[src/rtl/exa_crosb_input_arbiter_vcs_if.sv]
// Input-arbiter bundle of the crossbar: VC heads, credits and grants in,
// the chosen request and clear-to-send out.
interface exa_crosb_input_arbiter_vcs_if #(
    parameter int unsigned prio_num   = 2,
    parameter int unsigned vc_num     = 3,
    parameter int unsigned output_num = 8
);
    localparam int unsigned N   = prio_num * vc_num;
    localparam int unsigned VCW = $clog2(N);
    localparam int unsigned OW  = $clog2(output_num);

    logic [N-1:0]                       i_has_packet;
    logic [N-1:0][output_num-1:0]       i_dest;
    logic [N-1:0][VCW-1:0]              i_output_vc;
    logic [output_num-1:0][N-1:0]       output_fifo_credits;
    logic [output_num-1:0][N-1:0]       i_grant_from_output_arbiter;
    logic                               i_last;
    logic [prio_num-1:0][vc_num-1:0]    o_request_array;
    logic [output_num-1:0][N-1:0]       o_selected_request;
    logic [VCW-1:0]                     o_selected_vc;
    logic [OW-1:0]                      o_dest_output;
    logic [VCW-1:0]                     o_dest_vc;
    logic                               o_cts;
    logic [N-1:0][output_num-1:0]       o_dest;
    logic [N-1:0][VCW-1:0]              o_output_vc;

    modport master (
        output i_has_packet, i_dest, i_output_vc, output_fifo_credits,
               i_grant_from_output_arbiter, i_last,
        input  o_request_array, o_selected_request, o_selected_vc,
               o_dest_output, o_dest_vc, o_cts, o_dest, o_output_vc
    );

    modport slave (
        input  i_has_packet, i_dest, i_output_vc, output_fifo_credits,
               i_grant_from_output_arbiter, i_last,
        output o_request_array, o_selected_request, o_selected_vc,
               o_dest_output, o_dest_vc, o_cts, o_dest, o_output_vc
    );
endinterface

[src/rtl/exa_crosb_input_arbiter_vcs.sv]
// Per-input crossbar arbiter: strict priority between classes, round-robin
// inside a class, request held until granted and then clear-to-send to i_last.
module exa_crosb_input_arbiter_vcs #(
    parameter int unsigned prio_num   = 2,
    parameter int unsigned vc_num     = 3,
    parameter int unsigned output_num = 8
) (
    input logic                          clk,
    input logic                          resetn,
    exa_crosb_input_arbiter_vcs_if.slave bus
);
    localparam int unsigned N   = prio_num * vc_num;
    localparam int unsigned VCW = $clog2(N);
    localparam int unsigned OW  = $clog2(output_num);
    localparam int unsigned PW  = (prio_num > 1) ? $clog2(prio_num) : 1;
    localparam int unsigned RW  = (vc_num > 1) ? $clog2(vc_num) : 1;

    typedef enum logic [1:0] {IDLE, REQ, XFER} state_e;

    state_e                        state_q, state_d;
    logic [VCW-1:0]                sel_vc_q, sel_vc_d;
    logic [OW-1:0]                 dest_out_q, dest_out_d;
    logic [VCW-1:0]                dest_vc_q, dest_vc_d;
    logic [PW-1:0]                 prio_sel_q, prio_sel_d;
    logic [prio_num-1:0][RW-1:0]   ptr_q, ptr_d;

    logic [N-1:0]                  elig;
    logic [output_num-1:0]         col;
    logic [output_num-1:0]         dest_k;
    logic                          pick_found;
    logic                          class_hit;
    logic [PW-1:0]                 pick_p;
    logic [RW-1:0]                 pick_v;
    logic [VCW-1:0]                pick_k;
    logic [VCW-1:0]                cand_k;
    int unsigned                   idx;
    logic                          grant_hit;

    function automatic logic [OW-1:0] enc_dest(input logic [output_num-1:0] d);
        enc_dest = '0;
        for (int unsigned o = 0; o < output_num; o++)
            if (d[o]) enc_dest = OW'(o);
    endfunction

    // A VC is eligible only with a single-hot destination whose output VC has credit.
    always_comb begin
        elig   = '0;
        col    = '0;
        dest_k = '0;
        for (int unsigned k = 0; k < N; k++) begin
            for (int unsigned o = 0; o < output_num; o++)
                col[o] = bus.output_fifo_credits[o][bus.i_output_vc[k]];
            dest_k  = bus.i_dest[k];
            elig[k] = bus.i_has_packet[k]
                   && (32'(bus.i_output_vc[k]) < N)
                   && (dest_k != '0)
                   && ((dest_k & (dest_k - output_num'(1))) == '0)
                   && (|(dest_k & col));
        end
    end

    // Later (higher) classes overwrite earlier ones, giving strict priority.
    always_comb begin
        pick_found = 1'b0;
        class_hit  = 1'b0;
        pick_p     = '0;
        pick_v     = '0;
        idx        = 0;
        cand_k     = '0;
        for (int unsigned p = 0; p < prio_num; p++) begin
            if (|elig[p*vc_num +: vc_num]) begin
                pick_found = 1'b1;
                pick_p     = PW'(p);
                class_hit  = 1'b0;
                for (int unsigned off = 1; off <= vc_num; off++) begin
                    idx    = (32'(ptr_q[p]) + off) % vc_num;
                    cand_k = VCW'(p * vc_num + idx);
                    if (!class_hit && elig[cand_k]) begin
                        class_hit = 1'b1;
                        pick_v    = RW'(idx);
                    end
                end
            end
        end
        pick_k = VCW'(32'(pick_p) * vc_num + 32'(pick_v));
    end

    assign grant_hit = bus.i_grant_from_output_arbiter[dest_out_q][dest_vc_q];

    always_comb begin
        state_d    = state_q;
        sel_vc_d   = sel_vc_q;
        dest_out_d = dest_out_q;
        dest_vc_d  = dest_vc_q;
        prio_sel_d = prio_sel_q;
        ptr_d      = ptr_q;
        unique case (state_q)
            IDLE: begin
                if (pick_found) begin
                    state_d    = REQ;
                    sel_vc_d   = pick_k;
                    dest_out_d = enc_dest(bus.i_dest[pick_k]);
                    dest_vc_d  = bus.i_output_vc[pick_k];
                    prio_sel_d = pick_p;
                end
            end
            REQ: begin
                // Pointer commit is deferred to REQ; no selection can happen before IDLE returns.
                ptr_d[prio_sel_q] = RW'(32'(sel_vc_q) - 32'(prio_sel_q) * vc_num);
                if (grant_hit)
                    state_d = XFER;
                else if (!elig[sel_vc_q])
                    state_d = IDLE;
            end
            XFER: begin
                if (bus.i_last) state_d = IDLE;
            end
            default: state_d = IDLE;
        endcase
    end

    always_ff @(posedge clk or negedge resetn) begin
        if (!resetn) begin
            state_q    <= IDLE;
            sel_vc_q   <= '0;
            dest_out_q <= '0;
            dest_vc_q  <= '0;
            prio_sel_q <= '0;
            for (int unsigned p = 0; p < prio_num; p++)
                ptr_q[p] <= RW'(vc_num - 1);
        end else begin
            state_q    <= state_d;
            sel_vc_q   <= sel_vc_d;
            dest_out_q <= dest_out_d;
            dest_vc_q  <= dest_vc_d;
            prio_sel_q <= prio_sel_d;
            ptr_q      <= ptr_d;
        end
    end

    always_comb begin
        bus.o_selected_request = '0;
        if (state_q != IDLE)
            bus.o_selected_request[dest_out_q][dest_vc_q] = 1'b1;
    end

    assign bus.o_cts           = ((state_q == REQ) && grant_hit) || (state_q == XFER);
    assign bus.o_selected_vc   = sel_vc_q;
    assign bus.o_dest_output   = dest_out_q;
    assign bus.o_dest_vc       = dest_vc_q;
    assign bus.o_request_array = elig;
    assign bus.o_dest          = bus.i_dest;
    assign bus.o_output_vc     = bus.i_output_vc;
endmodule

[src/flat_wrapper.sv]
// flat-port wrapper written by rule: the top's interface ports become plain ports
module exa_crosb_input_arbiter_vcs_flat 
#(
    parameter int unsigned prio_num   = 2,
    parameter int unsigned vc_num     = 3,
    parameter int unsigned output_num = 8
)
  (clk, resetn, bus_i_has_packet, bus_i_dest, bus_i_output_vc, bus_output_fifo_credits, bus_i_grant_from_output_arbiter, bus_i_last, bus_o_request_array, bus_o_selected_request, bus_o_selected_vc, bus_o_dest_output, bus_o_dest_vc, bus_o_cts, bus_o_dest, bus_o_output_vc);
  exa_crosb_input_arbiter_vcs_if #(.prio_num(prio_num), .vc_num(vc_num), .output_num(output_num)) bus_i ();
  input logic clk;
  input logic resetn;
  input wire logic [$bits(bus_i.i_has_packet)-1:0] bus_i_has_packet;
  input wire logic [$bits(bus_i.i_dest)-1:0] bus_i_dest;
  input wire logic [$bits(bus_i.i_output_vc)-1:0] bus_i_output_vc;
  input wire logic [$bits(bus_i.output_fifo_credits)-1:0] bus_output_fifo_credits;
  input wire logic [$bits(bus_i.i_grant_from_output_arbiter)-1:0] bus_i_grant_from_output_arbiter;
  input wire logic [$bits(bus_i.i_last)-1:0] bus_i_last;
  output wire logic [$bits(bus_i.o_request_array)-1:0] bus_o_request_array;
  output wire logic [$bits(bus_i.o_selected_request)-1:0] bus_o_selected_request;
  output wire logic [$bits(bus_i.o_selected_vc)-1:0] bus_o_selected_vc;
  output wire logic [$bits(bus_i.o_dest_output)-1:0] bus_o_dest_output;
  output wire logic [$bits(bus_i.o_dest_vc)-1:0] bus_o_dest_vc;
  output wire logic [$bits(bus_i.o_cts)-1:0] bus_o_cts;
  output wire logic [$bits(bus_i.o_dest)-1:0] bus_o_dest;
  output wire logic [$bits(bus_i.o_output_vc)-1:0] bus_o_output_vc;
  assign bus_i.i_has_packet = bus_i_has_packet;
  assign bus_i.i_dest = bus_i_dest;
  assign bus_i.i_output_vc = bus_i_output_vc;
  assign bus_i.output_fifo_credits = bus_output_fifo_credits;
  assign bus_i.i_grant_from_output_arbiter = bus_i_grant_from_output_arbiter;
  assign bus_i.i_last = bus_i_last;
  assign bus_o_request_array = bus_i.o_request_array;
  assign bus_o_selected_request = bus_i.o_selected_request;
  assign bus_o_selected_vc = bus_i.o_selected_vc;
  assign bus_o_dest_output = bus_i.o_dest_output;
  assign bus_o_dest_vc = bus_i.o_dest_vc;
  assign bus_o_cts = bus_i.o_cts;
  assign bus_o_dest = bus_i.o_dest;
  assign bus_o_output_vc = bus_i.o_output_vc;
  exa_crosb_input_arbiter_vcs #(.prio_num(prio_num), .vc_num(vc_num), .output_num(output_num)) u_core (.clk(clk), .resetn(resetn), .bus(bus_i));
endmodule
[config.mk]
export PLATFORM = sky130hd
export DESIGN_NAME = exa_crosb_input_arbiter_vcs_flat
export DESIGN_NICKNAME = d
export VERILOG_FILES = /design/src/rtl/exa_crosb_input_arbiter_vcs_if.sv /design/src/rtl/exa_crosb_input_arbiter_vcs.sv /design/src/flat_wrapper.sv
export SDC_FILE = /design/constraint.sdc
export NUM_CORES = 1
export LEC_CHECK = 0
export ABC_AREA = 1
export BUFFER_PORTS_ARGS = -buffer_cell sky130_fd_sc_hd__buf_2
export CORE_AREA = 2 2 116 118
export CTS_CLUSTER_DIAMETER = 40
export CTS_CLUSTER_SIZE = 30
export DETAILED_ROUTE_END_ITERATION = 6
export DIE_AREA = 0 0 118 120
export GPL_ROUTABILITY_DRIVEN = 0
export GPL_TIMING_DRIVEN = 0
export PLACE_DENSITY_LB_ADDON = 0.05
export SKIP_CTS_REPAIR_TIMING = 1
export SYNTH_ARGS = -nofsm -noshare
export SYNTH_HDL_FRONTEND = slang
export SYNTH_SLANG_ARGS = --single-unit
[constraint.sdc]
create_clock -name clk -period 9.2 [get_ports clk]
set_input_delay 0.46 -clock clk [delete_from_list [all_inputs] [get_ports clk]]
set_output_delay 0.46 -clock clk [all_outputs]
set_load 0.05 [all_outputs]
---- Word level (Yosys, flattened, before mapping) ----
Cells that the tools add are included.
storage, ports and cells
  output and inout bits ................... 130
  bits of input ports ..................... 171
  register bits ........................... 16
  logic and storage cells ................. 293
operators by class
  reductions and logical operators ........ 61
  div/mod/pow operators ................... 6
  muxes and demuxes ....................... 157
  bitwise gates (word level) .............. 12
  multiply operators ...................... 2
  $add $sub $neg .......................... 17
  eq/ne operators ......................... 5
  magnitude comparators ................... 26
operators with widths
  cell                   number
  $mod 32x2->32 const B  6
  $bmux 1 s3             56
  $and 8x8->8            12
  $mux 1                 69
  $lt 3x4->1 const B     16
  $logic_not 8->1        6
  $mux 48                1
  $reduce_bool 8->1      6
  $reduce_or 8->1        6
  $sub 8x1->8 const B    6
  $logic_and 1x1->1      32
  $mux 2                 15
  $bmux 8 s3             1
  $bmux 6 s3             1
  $demux 6 s3            1
  $lt 3x3->1 const B     6
  $mux 3                 5
  $add 2x2->3 const B    4
  $mux 6                 2
  $add 2x3->3 const A    3
  $bmux 3 s3             1
  $mux 8                 1
  $add 2x1->3 const B    2
  $ge 3x1->1 const B     2
  other kinds (22)       26

---- Depth between registers and ports, before layout ----
Gate-level depths: netlist of run 1.
  depth in word-level cells ............... 31
  gate-level depth with buffers ........... 36
  mapped depth without buffers ............ 33

---- Least setup slack after synthesis of run 1 ----
Ideal clock, no wire load.
  kind .................................... input-to-reg
  from .................................... input port bus_i_output_vc[9]
  to ...................................... register u_core.dest_out_q[0] (netlist: u_core.bus.o_dest_output[0])
  data required time ...................... 9,118 ps
  setup time .............................. 82 ps
  arrival time ............................ 4,057 ps
  stages .................................. 31
  setup slack ............................. 5,061 ps
  path buffers ............................ 2
  cell sequence ........................... buf_6 inv_4 buf_6 nand2_1 nand3_1 nand2_1 nor2_1 nand2_1 nand2_1 a21oi_2 nand2_1 inv_1 o21ai_0 nand2_1 nand2_1 nor2_4 nor2_1 nand2_1 a21oi_2 ha_1 fa_1 clkinv_1 o21ai_0 a21oi_1 o32ai_1 nand2_1 nand2_1 nand2_1 nand2_1 nand2_1 a31oi_1
on the way
  cells in the longest elaborated chain, start to end .. 31
  elaborated cells between the ends (all ways) .. 74
  classes of those cells .................. 1 x add/sub; 1 x mul; 1 x order compare; 55 x mux; 1 x bitwise; 15 x reduce/logical
ends and longest elaborated chain
  what                                                                      line                                                                  source
  start: declaration                                                        flat_wrapper.sv:14                                                    input wire logic [$bits(bus_i.i_output_vc)-1:0] bus_i_output_vc;
  $bmux 1 s3 / $lt 3x3->1 (equally long branches)                           exa_crosb_input_arbiter_vcs.sv:52, exa_crosb_input_arbiter_vcs.sv:55
  $mux 1 (not written as such) / $logic_and 1x1->1 (equally long branches)  exa_crosb_input_arbiter_vcs.sv:52, exa_crosb_input_arbiter_vcs.sv:55
  $and 8x8->8 / $logic_and 1x1->1 (equally long branches)                   exa_crosb_input_arbiter_vcs.sv:58, exa_crosb_input_arbiter_vcs.sv:56
  $reduce_or 8->1 / $logic_and 1x1->1 (equally long branches)               exa_crosb_input_arbiter_vcs.sv:58, exa_crosb_input_arbiter_vcs.sv:57
  $logic_and 1x1->1 (*)                                                     exa_crosb_input_arbiter_vcs.sv:58                                     && (|(dest_k & col));
  net bus_o_request_array[3]                                                flat_wrapper.sv:18                                                    output wire logic [$bits(bus_i.o_request_array)-1:0] bus_o_request_array;
  $bmux 1 s3                                                                exa_crosb_input_arbiter_vcs.sv:78                                     if (!class_hit && elig[cand_k]) begin
  $mux 1 (not written as such)                                              exa_crosb_input_arbiter_vcs.sv:78
  [14 not listed]                                                           n/a
  $add 3x2->3 (*)                                                           exa_crosb_input_arbiter_vcs.sv:85                                     pick_k = VCW'(32'(pick_p) * vc_num + 32'(pick_v));
  net u_core.pick_k[1]                                                      exa_crosb_input_arbiter_vcs.sv:34                                     logic [VCW-1:0] pick_k;
  $bmux 8 s3 (*)                                                            exa_crosb_input_arbiter_vcs.sv:102                                    dest_out_d = enc_dest(bus.i_dest[pick_k]);
  $mux 8 (not written as such) (*)                                          exa_crosb_input_arbiter_vcs.sv:102
  $mux 1                                                                    exa_crosb_input_arbiter_vcs.sv:42                                     if (d[o]) enc_dest = OW'(o);
  $mux 2 (2 in a row)                                                       exa_crosb_input_arbiter_vcs.sv:42
  $mux 3 (3 in a row)                                                       exa_crosb_input_arbiter_vcs.sv:42
  $mux 3 (*)                                                                exa_crosb_input_arbiter_vcs.sv:42
  end signal: assignment                                                    exa_crosb_input_arbiter_vcs.sv:134                                    dest_out_q <= dest_out_d;
  end: declaration                                                          exa_crosb_input_arbiter_vcs.sv:22                                     logic [OW-1:0] dest_out_q, dest_out_d;
Mark *: on every way through the listed nets, which the timed path passes. The rest lies on a longest branch. The select of a mux whose other input is x is not followed.
A chain may end at the register's enable or synchronous reset.

---- Final worst setup path of run 1 ----
  from .................................... register u_core.ptr_q[1] in the netlist's numbering
  to ...................................... register u_core.dest_out_q[0] (netlist: u_core.bus.o_dest_output[0])
on the way
  cells in the longest elaborated chain, start to end .. 28
  elaborated cells between the ends (all ways) .. 38
  classes of those cells .................. 4 x add/sub; 3 x div; 27 x mux; 4 x reduce/logical
ends and longest elaborated chain
  what                              line                                source
  start: declaration                exa_crosb_input_arbiter_vcs.sv:25   logic [prio_num-1:0][RW-1:0] ptr_q, ptr_d;
  start signal: indexed assignment  exa_crosb_input_arbiter_vcs.sv:130  ptr_q[p] <= RW'(vc_num - 1);
  start signal: assignment          exa_crosb_input_arbiter_vcs.sv:137  ptr_q <= ptr_d;
  $add 2x1->3                       exa_crosb_input_arbiter_vcs.sv:76   idx = (32'(ptr_q[p]) + off) % vc_num;
  $mod 32x2->32                     exa_crosb_input_arbiter_vcs.sv:76
  $bmux 1 s3                        exa_crosb_input_arbiter_vcs.sv:78
  $mux 1 (not written as such)      exa_crosb_input_arbiter_vcs.sv:78
  $mux 1                            exa_crosb_input_arbiter_vcs.sv:78
  $mux 1                            exa_crosb_input_arbiter_vcs.sv:71   if (|elig[p*vc_num +: vc_num]) begin
  $logic_not 1->1                   exa_crosb_input_arbiter_vcs.sv:78
  $logic_and 1x1->1                 exa_crosb_input_arbiter_vcs.sv:78
  [10 not listed]                   n/a
  $add 3x2->3 (*)                   exa_crosb_input_arbiter_vcs.sv:85
  net u_core.pick_k[1]              exa_crosb_input_arbiter_vcs.sv:34
  $bmux 8 s3 (*)                    exa_crosb_input_arbiter_vcs.sv:102
  $mux 8 (not written as such) (*)  exa_crosb_input_arbiter_vcs.sv:102
  $mux 1                            exa_crosb_input_arbiter_vcs.sv:42
  $mux 2 (2 in a row)               exa_crosb_input_arbiter_vcs.sv:42
  $mux 3 (3 in a row)               exa_crosb_input_arbiter_vcs.sv:42
  $mux 3 (*)                        exa_crosb_input_arbiter_vcs.sv:42
Marks and branches as above.

==> qor.csv, run 1 <==
metric,value,unit
status,"complete, no violations",
cts.clk_slew.worst_paths,0.05,ns
fin_util,0.661,
start_util,0.524,
wl_per_cell,16.8,um
syn_to_final_growth,26.1,%
layout_setup_ws,4.23,ns
ys.flop_type,dfrtp_1,
drc,0,
ctsHtreeMaxLevel,1,
layout-drive-gt1-share,0.257,
first_pass_iters,7,
drt-total-wl,30900,um
synth_area_per_cell,4.98,um^2
setup-violations-final,0,
dp_cells,1836,
diodes,0,
setup-tns-final,0,ns
synth_edf_count,0,
core,13000,um^2
whs,0.115,ns
p_leak,4.93,nW
top_level_ports,301,
track_usage,0.418,
insertion_delay,0.25,ns
finalHoldViolations,0,
cts-root-buf,clkbuf_16,
rr_endpoint,u_core.bus.o_dest_output[0],
grt_max_degree,17,
fin_crit_sh,0.540,
finalNonFillerCells,1840,
drt_iter0_markers,1705,
dpl_cell_area,8500,um^2
clock_skew,0.00157,ns
dieArea,14200,um^2
cp_max_fo,10,
end_kind,flip-flop,
port_buffers,295,
rsz0062_at_grt,false,
ant_nets,0,
use_met1,0.565,
ff2ff_setup_slack,4.23,ns
rows,42,
drv_slew,0,
worstMarginPinSlew,1.01,ns
fin_area,8580,um^2
netlist_area,6800,um^2
async_flop_share,1.00,
start_kind,flip-flop,
relSlewSlack,0.324,
antenna_found_initial,0,
synthCells,1365,
powerDensity,106,nW/um^2
grt_pass1_wl,48000,um
hold_path.class,in2async,
met2_usage,0.646,
r2r-start,u_core.ptr_q[1],
period_minus_slack,4.97,ns
vias,10601,
p_total,0.908,mW
worstSetupPathType,reg2reg,
synth_fp_nets,1549,
maxCapViolCount,0,
avgViaCountPerCell,5.76,
grt_busiest_layer,met2,
ir_drop,119,uV
place_hpwl,24800,um
pre_cts_ws,4.39,ns
numCtsBuffers,3,
fp.dieH,120,um
cp.required,9.37,ns
grt_pass1_vias,9438,
fp.dieW,118,um
cts.sinks,16,
synth.distinct_cells,47,
overflow,0,
ys_seq_elements,16,
met3_usage,0.0832,
ys_warn_count,0,
worstPathArrival,5.14,ns
fmax,201,MHz
nNetsFinal,1849,
ys_seq_area_frac,0.0592,
cts_max_path_buffers,2,
tritoncts,built,
reg2reg_depth,26,
## sequential cells by signal (all words and copies together), names as in the netlist
register and cells:
u_core.bus.o_dest_output 3, u_core.bus.o_selected_vc 3, u_core.state_q 2, u_core.prio_sel_q 1, u_core.ptr_q 4, u_core.bus.o_dest_vc 3
## kinds of logic (layout without fill, tap and decap cells)
| logic type | Yosys count | count (layout) | synth area share |
|---|---|---|---|
| DFF | 16 | 16 | 0.0592 |
| adders and majority gates | 13 | 13 | 0.0250 |
| and+or+nand+nor | 840 | 840 | 0.510 |
| muxes | 1 | 1 | 0.00147 |
| buffers and inverters | 260 | 559 | 0.202 |
| AOI/OAI and AO/OA | 234 | 234 | 0.200 |
| xor gates and xnor gates | 1 | 1 | 0.00129 |
## final cells by class
class	instances	area (um^2)
inverters	149	569
fillers	1346	4400
clock buffers	4	78.8
repair buffers	295	1480
well taps	176	220
flip-flops and latches	16	403
plain buffers	111	807
multi-input cells	1089	5020
## synthesized netlist by cell type (8+ instances only)
cell	number	area, um^2
nand2_1	486	1820
nor2_1	156	586
nand3_1	153	766
inv_1	132	495
o21ai_0	90	450
buf_4	75	563
a21oi_1	63	315
o211ai_1	40	300
nor3_1	17	85.1
dfrtp_1	14	350
buf_2	12	60.1
clkbuf_1	12	45.0
ha_1	12	150
buf_6	11	124
inv_2	10	37.5
o21ai_1	9	45.0
nand2_2	8	50.1
nand4_1	8	50.1
## report_power, final
group | internal (mW) | switching, mW
clock network | 0.0588 | 0.0271
logic | 0.213 | 0.496
registers | 0.0881 | 0.0251
total | 0.360 | 0.548
## routing by layer
layer | wire length [um] | vias up
met4 | 1650 | 0
met2 | 12800 | 919
met3 | 4900 | 154
met1 | 11500 | 4561
met5 | 0 | -
li1 | - | 4967
## critical path: stages, from the launching register on
cell and delay (ns):
dfstp_2 0.57, inv_1 0.10, ha_1 0.28, clkbuf_1 0.33
clkinv_1 0.36, a21oi_1 0.32, inv_1 0.10, nand2_1 0.08
nand2_1 0.05, nor2_1 0.12, nand3_1 0.11, nand3_1 0.10
nand2_1 0.05, nand2_1 0.07, a21oi_2 0.06, ha_1 0.19
fa_1 0.65, clkinv_1 0.33, o21ai_0 0.24, a21oi_1 0.06
o32ai_1 0.27, nand2_1 0.08, nand2_1 0.07, nand2_1 0.05
nand2_1 0.05, nand2_1 0.04, a31oi_1 0.16
## worst max-delay path by stage
stage / start / to / cells after the start
CTS: u_core.ptr_q[1] / u_core.bus.o_dest_output[0] / 26
global route: u_core.ptr_q[1] / u_core.bus.o_dest_output[0] / 26
detailed placement: u_core.ptr_q[1] / u_core.bus.o_dest_output[0] / 26
global placement: bus_i_output_vc[10] / u_core.bus.o_dest_output[0] / 29
floorplan: bus_i_output_vc[9] / u_core.bus.o_dest_output[0] / 31
finish: u_core.ptr_q[1] / u_core.bus.o_dest_output[0] / 26
## placed cells by master, fill, tap and decap left out, drive strengths merged
master,count
a211oi,1
a21boi,4
a21oi,67
a221oi,2
a22o,5
a22oi,1
a31o,2
a31oi,6
a32oi,1
and2,2
and3,1
buf,394
clkbuf,16
clkinv,5
dfrtp,14
dfstp,2
fa,1
ha,12
inv,144
mux2i,1
nand2,495
nand3,154
nand3b,4
nand4,8
nor2,158
nor3,18
o2111ai,1
o211ai,40
o21ai,99
o22ai,1
o31ai,3
o32ai,1
xor2,1
Power figures use the tool's default switching activity.
==> inputs of run 2 (changes only) <==
--- a/config.mk
+++ b/config.mk
@@ -7,11 +7,10 @@
 export LEC_CHECK = 0
 export ABC_AREA = 1
 export BUFFER_PORTS_ARGS = -buffer_cell sky130_fd_sc_hd__buf_2
-export CORE_AREA = 2 2 116 118
+export CORE_UTILIZATION = 50
 export CTS_CLUSTER_DIAMETER = 40
 export CTS_CLUSTER_SIZE = 30
 export DETAILED_ROUTE_END_ITERATION = 6
-export DIE_AREA = 0 0 118 120
 export GPL_ROUTABILITY_DRIVEN = 0
 export GPL_TIMING_DRIVEN = 0
 export PLACE_DENSITY_LB_ADDON = 0.05
==> constraint.sdc (replaced) <==
create_clock -name clk -period 4.6 [get_ports clk]
set_input_delay 0.23 -clock clk [delete_from_list [all_inputs] [get_ports clk]]
set_output_delay 0.23 -clock clk [all_outputs]
set_load 0.05 [all_outputs]
==> qor.csv, run 2 (synthesized netlist as in run 1, its figures left out) <==
metric,value,unit
start_util,0.514,
start_kind,primary input,
avgViaCountPerCell,5.66,
drc,0,
cts.clk_slew.worst_paths,0.05,ns
dpl_cell_area,8500,um^2
wl_per_cell,16.9,um
nFillCells,1450,
fp.dieW,119,um
track_usage,0.420,
pre_cts_ws,-0.311,ns
drt-total-wl,31200,um
grt_pass1_vias,8921,
drv_slew,0,
ant_nets,0,
worstPathArrival,4.45,ns
powerDensity,217,nW/um^2
layout-drive-gt1-share,0.268,
cp_max_fo,10,
hold_path.class,in2reg,
fp.dieH,119,um
nNetsFinal,1855,
drt_iter0_markers,1492,
finalHoldViolations,0,
top_level_ports,301,
top_register,u_core.ptr_q,
cts-root-buf,clkbuf_16,
p_leak,4.98,nW
worstSetupPathType,in2reg,
setup-tns-final,0,ns
ctsHtreeMaxLevel,1,
numCtsBuffers,3,
core,13200,um^2
end_kind,flip-flop,
place_hpwl,24900,um
tritoncts,built,
period_minus_slack,4.32,ns
layout_setup_ws,0.277,ns
syn_to_final_growth,27.7,%
port_buffers,295,
insertion_delay,0.25,ns
rows,42,
rsz0062_at_grt,true,
fin_util,0.656,
dieArea,14100,um^2
cts_max_path_buffers,2,
cp.required,4.73,ns
maxCapViolCount,0,
largest_reg_flops,4,
status,"complete, no violations",
multiInputGateArea,5040,um^2
setup-violations-final,0,
final_cell_mix,"nand2_1 (485), buf_2 (307), nor2_1 (155)",
seq_area,403,um^2
overflow,0,
ir_drop,239,uV
grt_pass1_wl,47000,um
fmax,231,MHz
vias,10451,
clock_skew,0.00642,ns
fin_crit_sh,0.940,
cts.sinks,16,
fin_area,8680,um^2
first_pass_iters,6,
final_common_cell,nand2_1,
p_total,1.88,mW
relSlewSlack,0.360,
grt_max_degree,17,
antenna_found_initial,1,
worstMarginPinSlew,0.952,ns
run 2: cell types whose count changed in the layout (fill, tap and decap cells not counted), moves of 2 or more:
cell,change
buf_4,+8
clkbuf_1,-7
clkbuf_2,+3
clkinv_1,-2
clkinvlp_4,+2
ha_1,-2
run 2: layer usage:
| layer | share of wire | GRT usage | vias to the layer above | wire, um |
|---|---|---|---|---|
| met5 | 0 | 0 | - | 0 |
| met3 | 0.14 | 0.0946 | 123 | 4520 |
| met4 | 0.044 | 0.167 | 0 | 1380 |
| met2 | 0.43 | 0.665 | 815 | 13400 |
| li1 | - | - | 4973 | - |
| met1 | 0.38 | 0.549 | 4540 | 12000 |
run 2: per-stage QoR:
step                cells  hold slack, ns
finish               1847           0.160
global route         1847           0.168
global placement     1836           0.163
detailed placement   1836           0.166
floorplan            1365         -0.0656
CTS                  1840          -0.104
run 2: cell type report:
cell class                 instances  area share
multi-input combinational       1089       0.581
sequential                        16      0.0464
inverter                         149      0.0664
antenna                            1    0.000288
buffer                           108      0.0921
tap                              176      0.0254
timing repair buffer             304       0.178
clock buffer                       4      0.0102
run 2: path summary, 6_finish.rpt:
path | start | to | slack [ns] | cells past startpoint
min in group asynchronous | resetn | u_core.prio_sel_q | 0.43 | 2
worst min-delay path | bus_i_last | u_core.state_q[1] | 0.16 | 2
worst max register to register | u_core.ptr_q[1] | u_core.bus.o_dest_output[1] | 0.37 | 23
max in group asynchronous | resetn | u_core.ptr_q[3] | 3.86 | 2
worst max-delay path | bus_i_output_vc[10] | u_core.bus.o_dest_output[1] | 0.28 | 28
worst min register to register | u_core.ptr_q[3] | u_core.ptr_q[3] | 0.52 | 2
run 2: report_power, final:
group | switching, mW | internal (mW) | leakage, nW
combinational | 1.00 | 0.457 | 4.73
sequential | 0.0522 | 0.176 | 0.203
clock | 0.0605 | 0.132 | 0.0442
run 2: worst max-delay path, stage by stage:
cell,delay [ns]
buf_2,0.11
buf_2,0.27
o21ai_0,0.12
o21ai_0,0.23
nand2_1,0.08
nand2_1,0.08
nor2_1,0.04
nand3_1,0.27
nand2_2,0.16
o211ai_1,0.19
o21ai_1,0.11
nand2_2,0.09
nand2_4,0.06
nand2_2,0.09
nor2_4,0.05
nor2_1,0.11
nand2_1,0.07
a21oi_2,0.13
ha_1,0.19
fa_2,0.25
clkinv_1,0.28
nor2_2,0.30
inv_1,0.16
nor3_1,0.35
a21oi_1,0.10
and2_1,0.19
nand2_1,0.07
a31oi_1,0.07
==> inputs of run 3 (changes only) <==
--- a/config.mk
+++ b/config.mk
@@ -6,11 +6,12 @@
 export NUM_CORES = 1
 export LEC_CHECK = 0
 export ABC_AREA = 1
-export BUFFER_PORTS_ARGS = -buffer_cell sky130_fd_sc_hd__buf_2
-export CORE_UTILIZATION = 50
+export CORE_AREA = 2 2 115 117
 export CTS_CLUSTER_DIAMETER = 40
 export CTS_CLUSTER_SIZE = 30
 export DETAILED_ROUTE_END_ITERATION = 6
+export DIE_AREA = 0 0 117 119
+export DONT_BUFFER_PORTS = 1
 export GPL_ROUTABILITY_DRIVEN = 0
 export GPL_TIMING_DRIVEN = 0
 export PLACE_DENSITY_LB_ADDON = 0.05
==> qor.csv, run 3 (synthesized netlist as in run 1, its figures left out) <==
metric,value,unit
insertion_delay,0.25,ns
nFillCells,1447,
end_kind,flip-flop,
path_buf_inv,6,
rr_endpoint,u_core.bus.o_dest_output[1],
grt_max_degree,17,
tritoncts,built,
start_kind,primary input,
core,12900,um^2
ant_nets,0,
final_cell_mix,"nand2_1 (485), nor2_1 (155), nand3_1 (152)",
reg2reg_depth,24,
p_leak,3.74,nW
finalHoldViolations,0,
cts_max_path_buffers,2,
whs_endpoint,u_core.state_q[1],
ff2ff_setup_slack,0.28,ns
fmax,229,MHz
drc,2,
grt_pass1_vias,8012,
syn_to_final_growth,7.12,%
ir_drop,184,uV
ctsHtreeMaxLevel,1,
cts.clk_slew.worst_paths,0.05,ns
multiInputGateArea,5080,um^2
seq_area,403,um^2
place_hpwl,23900,um
status,"complete, but fails checks",
dieArea,13900,um^2
numCtsBuffers,3,
cts.sinks,16,
nNetsFinal,1566,
port_buffers,0,
largest_reg_flops,4,
vias,9407,
first_pass_iters,7,
cts-root-buf,clkbuf_16,
relSlewSlack,0.297,
setup-violations-final,0,
layout_setup_ws,0.230,ns
fp.dieW,117,um
cp_max_fo,10,
top_register,u_core.ptr_q,
track_usage,0.405,
pre_cts_ws,-0.313,ns
whs,0.0746,ns
fin_crit_sh,0.950,
worstSetupPathType,in2reg,
maxCapViolCount,0,
crit_path_frequent_cell,nand2_1,
cpPeakStageDelay,0.36,ns
hold_path.class,in2reg,
drv_slew,0,
worstMarginPinSlew,1.05,ns
final_common_cell,nand2_1,
critical_path.top_delay_family,simple AND/OR/NAND/NOR gates,
clock_skew,0.00387,ns
cp_slowest_cell,nor3_1,
layout-drive-gt1-share,0.117,
overflow,0,
hp-start,bus_i_last,
drt-total-wl,29900,um
powerDensity,232,nW/um^2
rows,42,
start_util,0.528,
drt_iter0_markers,1469,
whs_path_depth,1,
violations,DRC,
grt_pass1_wl,44200,um
antenna_found_initial,1,
fp.dieH,119,um
top_level_ports,301,
wl_per_cell,19.2,um
r2r-start,u_core.ptr_q[1],
period_minus_slack,4.37,ns
worstPathArrival,4.49,ns
cp.required,4.72,ns
avgViaCountPerCell,6.04,
## run 3: final cells by class
| class | instances | share of cell area |
|---|---|---|
| multi-input cells | 1089 | 0.697 |
| inverters | 149 | 0.0797 |
| plain buffers | 108 | 0.110 |
| well taps | 176 | 0.0302 |
| flip-flops and latches | 16 | 0.0553 |
| repair buffers | 15 | 0.0158 |
| clock buffers | 4 | 0.0122 |
| diodes | 1 | 0.000344 |
## run 3: routing by layer
layer  GRT usage  vias to the layer above  share of wire
li1            -                     4400              -
met1       0.558                     4126           0.39
met2       0.599                      752           0.41
met3       0.120                      129           0.15
met4       0.135                        0          0.044
met5           0                        -              0
## run 3: worst max-delay path by stage
stage	startpoint	slack, ns	depth (start not counted)	to
after floorplan	u_core.ptr_q[1]	0.53	24	u_core.bus.o_dest_output[0]
after global placement	u_core.ptr_q[1]	-0.28	26	u_core.bus.o_dest_output[0]
after detailed placement	u_core.ptr_q[1]	-0.31	26	u_core.bus.o_dest_output[0]
after CTS	u_core.ptr_q[1]	-0.34	26	u_core.bus.o_dest_output[0]
after global routing	bus_i_output_vc[1]	-0.003	28	u_core.bus.o_dest_output[0]
final	bus_i_output_vc[9]	0.23	29	u_core.bus.o_dest_output[1]
## run 3: per-stage QoR
| stage | std cells | total power [mW] | cell area [um^2] | util | setup TNS (ns) |
|---|---|---|---|---|---|
| after floorplan | 1365 | 1.19 | 6800 | - | 0 |
| after global placement | 1541 | 1.41 | 7020 | 0.545 | -1.16 |
| after detailed placement | 1541 | 1.42 | 7020 | 0.545 | -1.46 |
| after CTS | 1545 | 1.61 | 7110 | 0.552 | -1.63 |
| after global routing | 1558 | 1.82 | 7280 | 0.566 | -0.00331 |
| final | 1558 | 1.69 | 7280 | 0.566 | 0 |
## run 3: where the power goes
group	switching [mW]	total, mW	leakage, nW	internal [mW]
Combinational	0.796	1.18	3.49	0.380
Sequential	0.154	0.327	0.203	0.174
Clock	0.0538	0.186	0.0442	0.132
